[config.mk]
export PLATFORM = sky130hd
export DESIGN_NAME = bcd_stopwatch_flat
export DESIGN_NICKNAME = d
export VERILOG_FILES = /design/src/rtl/bcd_stopwatch_if.sv /design/src/rtl/bcd_stopwatch.sv /design/src/flat_wrapper.sv
export SDC_FILE = /design/constraint.sdc
export NUM_CORES = 1
export LEC_CHECK = 0
export BUFFER_PORTS_ARGS = -buffer_cell sky130_fd_sc_hd__buf_2
export CAP_MARGIN = 0
export CORE_AREA = 2 2 59 61
export CTS_BUF_LIST = sky130_fd_sc_hd__clkbuf_4 sky130_fd_sc_hd__clkbuf_8
export DETAILED_ROUTE_END_ITERATION = 8
export DIE_AREA = 0 0 61 63
export GPL_TIMING_DRIVEN = 1
export HOLD_SLACK_MARGIN = 0.02
export PLACE_DENSITY = 0.78
export SLEW_MARGIN = 30
export SYNTH_ARGS = -nofsm -noshare
export SYNTH_HDL_FRONTEND = slang
export SYNTH_SLANG_ARGS = --single-unit
export TNS_END_PERCENT = 100
[constraint.sdc]
create_clock -name clk -period 2.16 [get_ports clk]
set_input_delay 0.432 -clock clk [delete_from_list [all_inputs] [get_ports clk]]
set_output_delay 0.432 -clock clk [all_outputs]
set_load 0.03 [all_outputs]
[src/rtl/bcd_stopwatch_if.sv]
// Pin bundle for the BCD stopwatch: push-button/tick levels in, digits and status out.
// The master side drives the button and tick levels; the slave side is the stopwatch core.
interface bcd_stopwatch_if;
   logic       tick_in;
   logic       start_stop;
   logic       clear;
   logic       lap;
   logic [3:0] disp_min;
   logic [3:0] disp_st;
   logic [3:0] disp_so;
   logic [3:0] disp_tn;
   logic       running;
   logic       lap_hold;
   logic       ovf;

   modport master (
      output tick_in, start_stop, clear, lap,
      input  disp_min, disp_st, disp_so, disp_tn, running, lap_hold, ovf
   );

   modport slave (
      input  tick_in, start_stop, clear, lap,
      output disp_min, disp_st, disp_so, disp_tn, running, lap_hold, ovf
   );
endinterface

[src/rtl/bcd_stopwatch.sv]
// M:SS.T BCD stopwatch with IDLE/RUN/PAUSE control and synchronised button/tick inputs.
// Define STOPWATCH_LAP_EN to add the lap snapshot/freeze feature.
module bcd_stopwatch #(
   parameter int SYNC_STAGES = 2
) (
   input  logic            clk,
   input  logic            rst,
   bcd_stopwatch_if.slave  sw
);

   localparam int TICK = 0;
   localparam int SS   = 1;
   localparam int CLR  = 2;
`ifdef STOPWATCH_LAP_EN
   localparam int LAP  = 3;
   localparam int NIN  = 4;
`else
   localparam int NIN  = 3;
`endif

   typedef enum logic [1:0] {IDLE, RUN, PAUSE} state_t;

   logic [NIN-1:0]                  async_in;
   logic [NIN-1:0][SYNC_STAGES-1:0] sync_q;
   logic [NIN-1:0]                  prev_q;
   logic [NIN-1:0]                  stb_q;
   logic [SYNC_STAGES:0]            settle_q;

`ifdef STOPWATCH_LAP_EN
   assign async_in = {sw.lap, sw.clear, sw.start_stop, sw.tick_in};
`else
   assign async_in = {sw.clear, sw.start_stop, sw.tick_in};
`endif

   // settle_q masks strobes until the synchronisers and edge flops reflect the
   // real input levels, so a button already held at reset release is not an edge.
   always_ff @(posedge clk or negedge rst) begin
      if (!rst) begin
         sync_q   <= '0;
         prev_q   <= '0;
         stb_q    <= '0;
         settle_q <= '0;
      end else begin
         settle_q <= {settle_q[SYNC_STAGES-1:0], 1'b1};
         for (int i = 0; i < NIN; i++) begin
            sync_q[i] <= {sync_q[i][SYNC_STAGES-2:0], async_in[i]};
            prev_q[i] <= sync_q[i][SYNC_STAGES-1];
            stb_q[i]  <= sync_q[i][SYNC_STAGES-1] & ~prev_q[i] & settle_q[SYNC_STAGES];
         end
      end
   end

   logic tick_stb, ss_stb, clr_stb;
   assign tick_stb = stb_q[TICK];
   assign ss_stb   = stb_q[SS];
   assign clr_stb  = stb_q[CLR];

   state_t          state_q, state_d;
   logic            do_clear;
   logic [3:0][3:0] cnt_q, cnt_d, cnt_inc;
   logic            wrap;
   logic            count_en;
   logic            ovf_q, ovf_d;
   logic            running_q, running_d;

   always_comb begin
      state_d  = state_q;
      do_clear = 1'b0;
      case (state_q)
         IDLE: begin
            if (clr_stb)     do_clear = 1'b1;
            else if (ss_stb) state_d  = RUN;
         end
         RUN: begin
            if (ss_stb) state_d = PAUSE;
         end
         PAUSE: begin
            if (clr_stb) begin
               state_d  = IDLE;
               do_clear = 1'b1;
            end else if (ss_stb) begin
               state_d = RUN;
            end
         end
         default: state_d = IDLE;
      endcase
   end

   // Digit index 0 = tenths, 1 = seconds-ones, 2 = seconds-tens, 3 = minutes.
   always_comb begin
      cnt_inc = cnt_q;
      wrap    = 1'b0;
      if (cnt_q[0] != 4'd9) cnt_inc[0] = cnt_q[0] + 4'd1;
      else begin
         cnt_inc[0] = 4'd0;
         if (cnt_q[1] != 4'd9) cnt_inc[1] = cnt_q[1] + 4'd1;
         else begin
            cnt_inc[1] = 4'd0;
            if (cnt_q[2] != 4'd5) cnt_inc[2] = cnt_q[2] + 4'd1;
            else begin
               cnt_inc[2] = 4'd0;
               if (cnt_q[3] != 4'd9) cnt_inc[3] = cnt_q[3] + 4'd1;
               else begin
                  cnt_inc[3] = 4'd0;
                  wrap       = 1'b1;
               end
            end
         end
      end
   end

   // Uses the current state, so a tick that lands with a pause request still counts.
   assign count_en  = tick_stb && (state_q == RUN);
   assign cnt_d     = do_clear ? '0 : (count_en ? cnt_inc : cnt_q);
   assign ovf_d     = count_en & wrap;
   assign running_d = (state_d == RUN);

   always_ff @(posedge clk or negedge rst) begin
      if (!rst) begin
         state_q   <= IDLE;
         cnt_q     <= '0;
         ovf_q     <= 1'b0;
         running_q <= 1'b0;
      end else begin
         state_q   <= state_d;
         cnt_q     <= cnt_d;
         ovf_q     <= ovf_d;
         running_q <= running_d;
      end
   end

   logic [3:0][3:0] disp;

`ifdef STOPWATCH_LAP_EN
   logic [3:0][3:0] snap_q, snap_d;
   logic            lap_hold_q, lap_hold_d;

   always_comb begin
      snap_d     = snap_q;
      lap_hold_d = lap_hold_q;
      if (stb_q[LAP]) begin
         if (lap_hold_q) lap_hold_d = 1'b0;
         else if (state_q == RUN) begin
            snap_d     = cnt_q;
            lap_hold_d = 1'b1;
         end
      end
      if (do_clear) lap_hold_d = 1'b0;
   end

   always_ff @(posedge clk or negedge rst) begin
      if (!rst) begin
         snap_q     <= '0;
         lap_hold_q <= 1'b0;
      end else begin
         snap_q     <= snap_d;
         lap_hold_q <= lap_hold_d;
      end
   end

   assign disp        = lap_hold_q ? snap_q : cnt_q;
   assign sw.lap_hold = lap_hold_q;
`else
   assign disp        = cnt_q;
   assign sw.lap_hold = 1'b0;
`endif

   assign sw.disp_tn  = disp[0];
   assign sw.disp_so  = disp[1];
   assign sw.disp_st  = disp[2];
   assign sw.disp_min = disp[3];
   assign sw.running  = running_q;
   assign sw.ovf      = ovf_q;

endmodule
[src/flat_wrapper.sv]
// flat-port wrapper written by rule: the top's interface ports become plain ports
module bcd_stopwatch_flat 
#(
   parameter int SYNC_STAGES = 2
)
  (clk, rst, sw_tick_in, sw_start_stop, sw_clear, sw_lap, sw_disp_min, sw_disp_st, sw_disp_so, sw_disp_tn, sw_running, sw_lap_hold, sw_ovf);
  bcd_stopwatch_if sw_i ();
  input  logic clk;
  input  logic rst;
  input wire logic [$bits(sw_i.tick_in)-1:0] sw_tick_in;
  input wire logic [$bits(sw_i.start_stop)-1:0] sw_start_stop;
  input wire logic [$bits(sw_i.clear)-1:0] sw_clear;
  input wire logic [$bits(sw_i.lap)-1:0] sw_lap;
  output wire logic [$bits(sw_i.disp_min)-1:0] sw_disp_min;
  output wire logic [$bits(sw_i.disp_st)-1:0] sw_disp_st;
  output wire logic [$bits(sw_i.disp_so)-1:0] sw_disp_so;
  output wire logic [$bits(sw_i.disp_tn)-1:0] sw_disp_tn;
  output wire logic [$bits(sw_i.running)-1:0] sw_running;
  output wire logic [$bits(sw_i.lap_hold)-1:0] sw_lap_hold;
  output wire logic [$bits(sw_i.ovf)-1:0] sw_ovf;
  assign sw_i.tick_in = sw_tick_in;
  assign sw_i.start_stop = sw_start_stop;
  assign sw_i.clear = sw_clear;
  assign sw_i.lap = sw_lap;
  assign sw_disp_min = sw_i.disp_min;
  assign sw_disp_st = sw_i.disp_st;
  assign sw_disp_so = sw_i.disp_so;
  assign sw_disp_tn = sw_i.disp_tn;
  assign sw_running = sw_i.running;
  assign sw_lap_hold = sw_i.lap_hold;
  assign sw_ovf = sw_i.ovf;
  bcd_stopwatch #(.SYNC_STAGES(SYNC_STAGES)) u_core (.clk(clk), .rst(rst), .sw(sw_i));
endmodule
## Yosys cells after proc, flatten, opt, wreduce, memory -nomap -nowiden

Index checks and enable logic that the tools add are counted.

- Bitwise gates (word level): 10
- Equality and inequality tests: 10
- Order comparisons: 0
- Shift operators: 0
- Mux-type cells: 20
- Divide/modulo/power cells: 0
- Multiply operators: 0
- Reduce and logical (&&, ||, !) cells: 7
- Add/subtract/negate cells: 4

Operator list:

| operator | number |
|---|---|
| 16-bit two-way mux | 2 |
| 4-bit two-way mux | 5 |
| 4-bit by 1-bit adder with 4-bit output (second input constant) | 4 |
| 12-bit two-way mux | 1 |
| 4-bit inequality test (second input constant) | 3 |
| 2-bit two-way mux | 4 |
| 8-bit two-way mux | 1 |
| 1-bit AND | 7 |
| 1-bit two-way mux | 6 |
| 2-bit by 1-bit inequality test with 1-bit output (second input constant) | 3 |
| 2-bit one-hot mux with 3 select lines | 1 |
| 2-bit by 1-bit equality test with 1-bit output (second input constant) | 2 |
| 4-bit by 3-bit inequality test with 1-bit output (second input constant) | 1 |
| 4-bit AND reduction | 1 |
| 1-bit inverter | 3 |
| 3-bit AND reduction | 1 |
| 2-bit equality test (second input constant) | 1 |
| 2-bit zero test | 1 |
| 2-bit AND reduction | 1 |
| 2-bit nonzero test | 1 |
| 2-bit OR reduction | 1 |
| 1-bit logical AND | 1 |

- Memory bits (writable): 0
- Latch bits: 0
- Memories kept: 0
- Bits of input ports: 6
- ROM bits: 0
- Register bits after elaboration: 35

## Longest topological paths before layout

- Depth after elaboration: 7
- Mapped depth: 6
- Depth with buffers taken out: 6

## Worst setup path after synthesis

OpenSTA, ideal clock, no wires.

- Path kind: register to register
- From: reg u_core.cnt_q, in the netlist u_core.sw.disp_tn[0]
- To: reg u_core.cnt_q, in the netlist u_core.sw.disp_min[3]
- Data arrival time: 1740 ps
- Setup time: 92 ps
- Data required time: 2068 ps
- Setup slack: 328 ps
- Stages on the path, launching flop included: 6
- Clock period less this slack: 1832 ps
- Path through: dfrtp_1 ha_1 and3b_2 a41oi_4 or3_4 o31ai_2

- Word-level cells in the longest chain between the ends: 3

Ends and longest elaborated chain:

| item | line | source |
|---|---|---|
| from (decl) | bcd_stopwatch.sv:60 | `logic [3:0][3:0] cnt_q, cnt_d, cnt_inc;` |
| from (signal assigned) | bcd_stopwatch.sv:126 | `cnt_q <= cnt_d;` |
| 4-bit inequality test | bcd_stopwatch.sv:93 | `if (cnt_q[0] != 4'd9) cnt_inc[0] = cnt_q[0] + 4'd1;` |
| 2-bit by 1-bit inequality test with 1-bit output (no line) | -- |  |
| 4-bit AND reduction (no line) | -- |  |

Every way passes these cells.
A chain may end at the register's enable or synchronous reset.

## Final worst setup path

- From: reg u_core.cnt_q, in the netlist u_core.sw.disp_tn[1]
- To: reg u_core.cnt_q, in the netlist u_core.sw.disp_min[3]

Same word-level chain as after synthesis.

==> flow_summary_export.csv <==
group,metric,value,unit
outcome,status,"completed",
routing,drc,0,
finish,drive_above_1_share,0.258,
yosys,synth.avg_cell_area,11.9,um^2
yosys,syn_nets,146,
floorplan,ioPinCount,25,
clock_tree,post_cts_buffers,0,
critical_path,required,2410,ps
yosys,seq_area_frac_synth,0.559,
routing,dr.pass1.iters,4,
yosys,synth_top_family_by_area,"simple AND/OR/NAND/NOR gates",
critical_path,startpoint,"u_core.sw.disp_tn[1]$_DFFE_PN0P_",
routing,wl_per_cell,13.2,um
timing,fin_crit,1900,ps
clock_tree,cts_hold_buf,0,
floorplan,fp.dieArea,3840,um^2
yosys,synthSimpleGateAreaFrac,0.197,
yosys,yosysMostFrequentCell,"dfrtp_1",
clock_tree,cts_buffer_depth,2,
clock_tree,cts_tree,"built",
yosys,synthArstFlopShare,1.00,
floorplan,fp.dieW,61,um
timing,finalMaxSlewViolations,0,
floorplan,fp.dieH,63,um
timing,tightest_slew,739,ps
critical_path,cp-end-kind,"flop",
global_routing,grt_pass1_vias,1045,
yosys,synth_adder_area_share,0.0639,
critical_path,critPathMaxFanout,8,
yosys,synth_xor_area_frac,0.00559,
floorplan,initial_core_util,0.485,
routing,drt_iter0_drc,60,
routing,ant_nets,0,
yosys,synth_area_leaders,"dfrtp_1, ha_1, o21ai_0, nand2_1, and3b_1",
timing,max_clock_freq,527,MHz
critical_path,slowest_delay,450,ps
placement,io_buffer_count,22,
yosys,synth_compound_gate_area_share,0.121,
run,drv_cap,0,
global_routing,grtUsageTotal,0.160,
critical_path,r2r_start,"u_core.sw.disp_tn[1]$_DFFE_PN0P_",
critical_path,cp.arrival,2150,ps
global_routing,grt_max_degree,36,
global_routing,grt_pass1_wl,4530,um
yosys,synthTopCellsByCount,"dfrtp_1, nand2_1, o21ai_0, ha_1",
yosys,synth-seq-cells,35,
timing,rsz0062_at_grt,"false",
timing,whs,119,ps
clock_tree,clk_latency,350,ps
timing,fin_setup_tns,0,ps
yosys,synth_top_area_share,0.559,
timing,fin_skew,13.7,ps
finish,syn_to_final_growth,14.2,%
finish,fillCellCount,280,
yosys,ys_types,36,
clock_tree,numCtsBuffers,5,
global_routing,gr-total-overflow,0,
yosys,yosys_warnings,0,
timing,slew_headroom,0.508,
yosys,syn_area,1570,um^2
global_routing,antenna_found_initial,0,
floorplan,core_area,3230,um^2
yosys,synth_edf_count,0,
placement,dpl.hpwl,1900,um
power,peakVddDrop,0.668,mV
critical_path,critPathLaunchType,"flop",
power,p_leak,0.865,nW
routing,via_per_inst,5.16,
routing,vias,1058,
timing,hold_viol,0,
finish,layout.nets,172,
clock_tree,cts_root_buf,"clkbuf_4",
power,powerDensity,1140,nW/um^2
yosys,postSynthCellCount,132,
critical_path,slowest_stage,"dfrtp_1",
yosys,yosysTopAreaCell,"dfrtp_1",
routing,wl,2700,um
floorplan,rows,21,
critical_path,path_cells,"inv_1 -> ha_1 -> and3b_2 -> a41oi_4 -> or3_4 -> o31ai_2",
clock_tree,ctsHtreeMaxLevel,2,
hold_path,hold_class,"in2async",
clock_tree,cts_num_sinks,35,
placement,gp_congestion,0.822,
clock_tree,clk_pin_slew_worst_paths,120,ps
finish,diodes,0,
yosys,synth.area.mux_share,0.0200,
timing,setup_violations,0,
timing,finalCritPeriodShare,0.879,
clock_tree,post_cts_resize_count,0,
yosys,yosys_most_used_dff,"dfrtp_1",
critical_path,path_class,"reg2reg",
[flip-flops by register name, indices dropped and copies added, names as in the netlist]
name,count
u_core.stb_q,3
u_core.sync_q,6
u_core.sw.disp_so,4
u_core.state_q,2
u_core.sw.disp_tn,4
u_core.settle_q,3
u_core.sw.ovf,1
u_core.sw.running,1
u_core.prev_q,3
u_core.sw.disp_min,4
u_core.sw.disp_st,4
[final timing paths]
path | endpoint | slack [ps] | cells past startpoint
max in group asynchronous | u_core.state_q[0]$_DFF_PN0_ | 1550 | 1
min reg2reg | u_core.settle_q[2]$_DFF_PN0_ | 360 | 0
max | u_core.sw.disp_min[3]$_DFFE_PN0P_ | 260 | 6
min in group clk | u_core.sync_q[4]$_DFF_PN0_ | 180 | 1
min | u_core.sw.disp_tn[1]$_DFFE_PN0P_ | 120 | 1
max reg2reg | u_core.sw.disp_min[3]$_DFFE_PN0P_ | 260 | 6
[where the power goes]
part           leakage [nW]  switching (W)  internal (W)
Sequential            0.439       0.000151      0.000778
Clock                0.0452       0.000231      0.000243
Combinational         0.380       0.000404      0.000224
[stage by stage]
step | util | cell area (um^2) | power, W | setup WS [ps] | instances
2_1_floorplan | - | 1570 | 0.00139 | 328 | 132
6_report | 0.554 | 1790 | 0.00203 | 261 | 205
3_3_place_gp | 0.528 | 1710 | 0.00153 | 424 | 197
4_1_cts | 0.554 | 1790 | 0.00205 | 292 | 205
5_1_grt | 0.554 | 1790 | 0.00217 | 162 | 205
3_5_place_dp | 0.528 | 1710 | 0.00158 | 311 | 197
[placed cells by master (no fill, tap or decap), types with 4 or more instances in the layout]
| cell type | netlist | layout |
|---|---|---|
| and3b_1 | 4 | 4 |
| buf_2 | 0 | 22 |
| clkbuf_4 | 0 | 5 |
| dfrtp_1 | 35 | 35 |
| ha_1 | 8 | 8 |
| inv_1 | 5 | 5 |
| nand2_1 | 13 | 13 |
| nand3_1 | 6 | 6 |
| nand3b_1 | 4 | 4 |
| nor2_1 | 6 | 6 |
| nor3_1 | 4 | 4 |
| o21ai_0 | 12 | 12 |
[cells by family (layout without fill, tap and decap cells)]
family                   count (synthesis)  in the layout
adder cells (fa/ha/maj)                  8              8
multiplexers                             3              3
other                                    2              2
flip-flops                              35             35
AO/OA/AOI/OAI                           23             23
buffers and inverters                    8             35
XOR/XNOR                                 1              1
AND/OR/NAND/NOR                         52             52
[metal layers]
layer  up-vias  part of all wire  global-route usage
met3         7             0.056              0.0745
met4         0             0.022              0.0652
li1        513                 -                   -
met1       506              0.44               0.190
met5         -                 0                   0
met2        32              0.48               0.247
[cell type report]
class,instances,area (um^2),share of cell area
Inverter,5,18.8,0.0105
Tap cell,46,57.6,0.0322
Clock buffer,5,37.5,0.0210
Clock inverter,3,43.8,0.0245
Timing Repair Buffer,22,110,0.0615
Sequential cell,35,876,0.490
Multi-Input combinational cell,89,646,0.361
[critical path: cells and delay by family (launching register included)]
kind / cells / cell delay, ps
and+or+nand+nor: 2 / 660
DFF: 1 / 450
AOI/OAI and AO/OA: 2 / 450
adders and majority gates: 1 / 170
buffers and inverters: 1 / 70
Note: power is estimated with default switching activity, not from simulation.
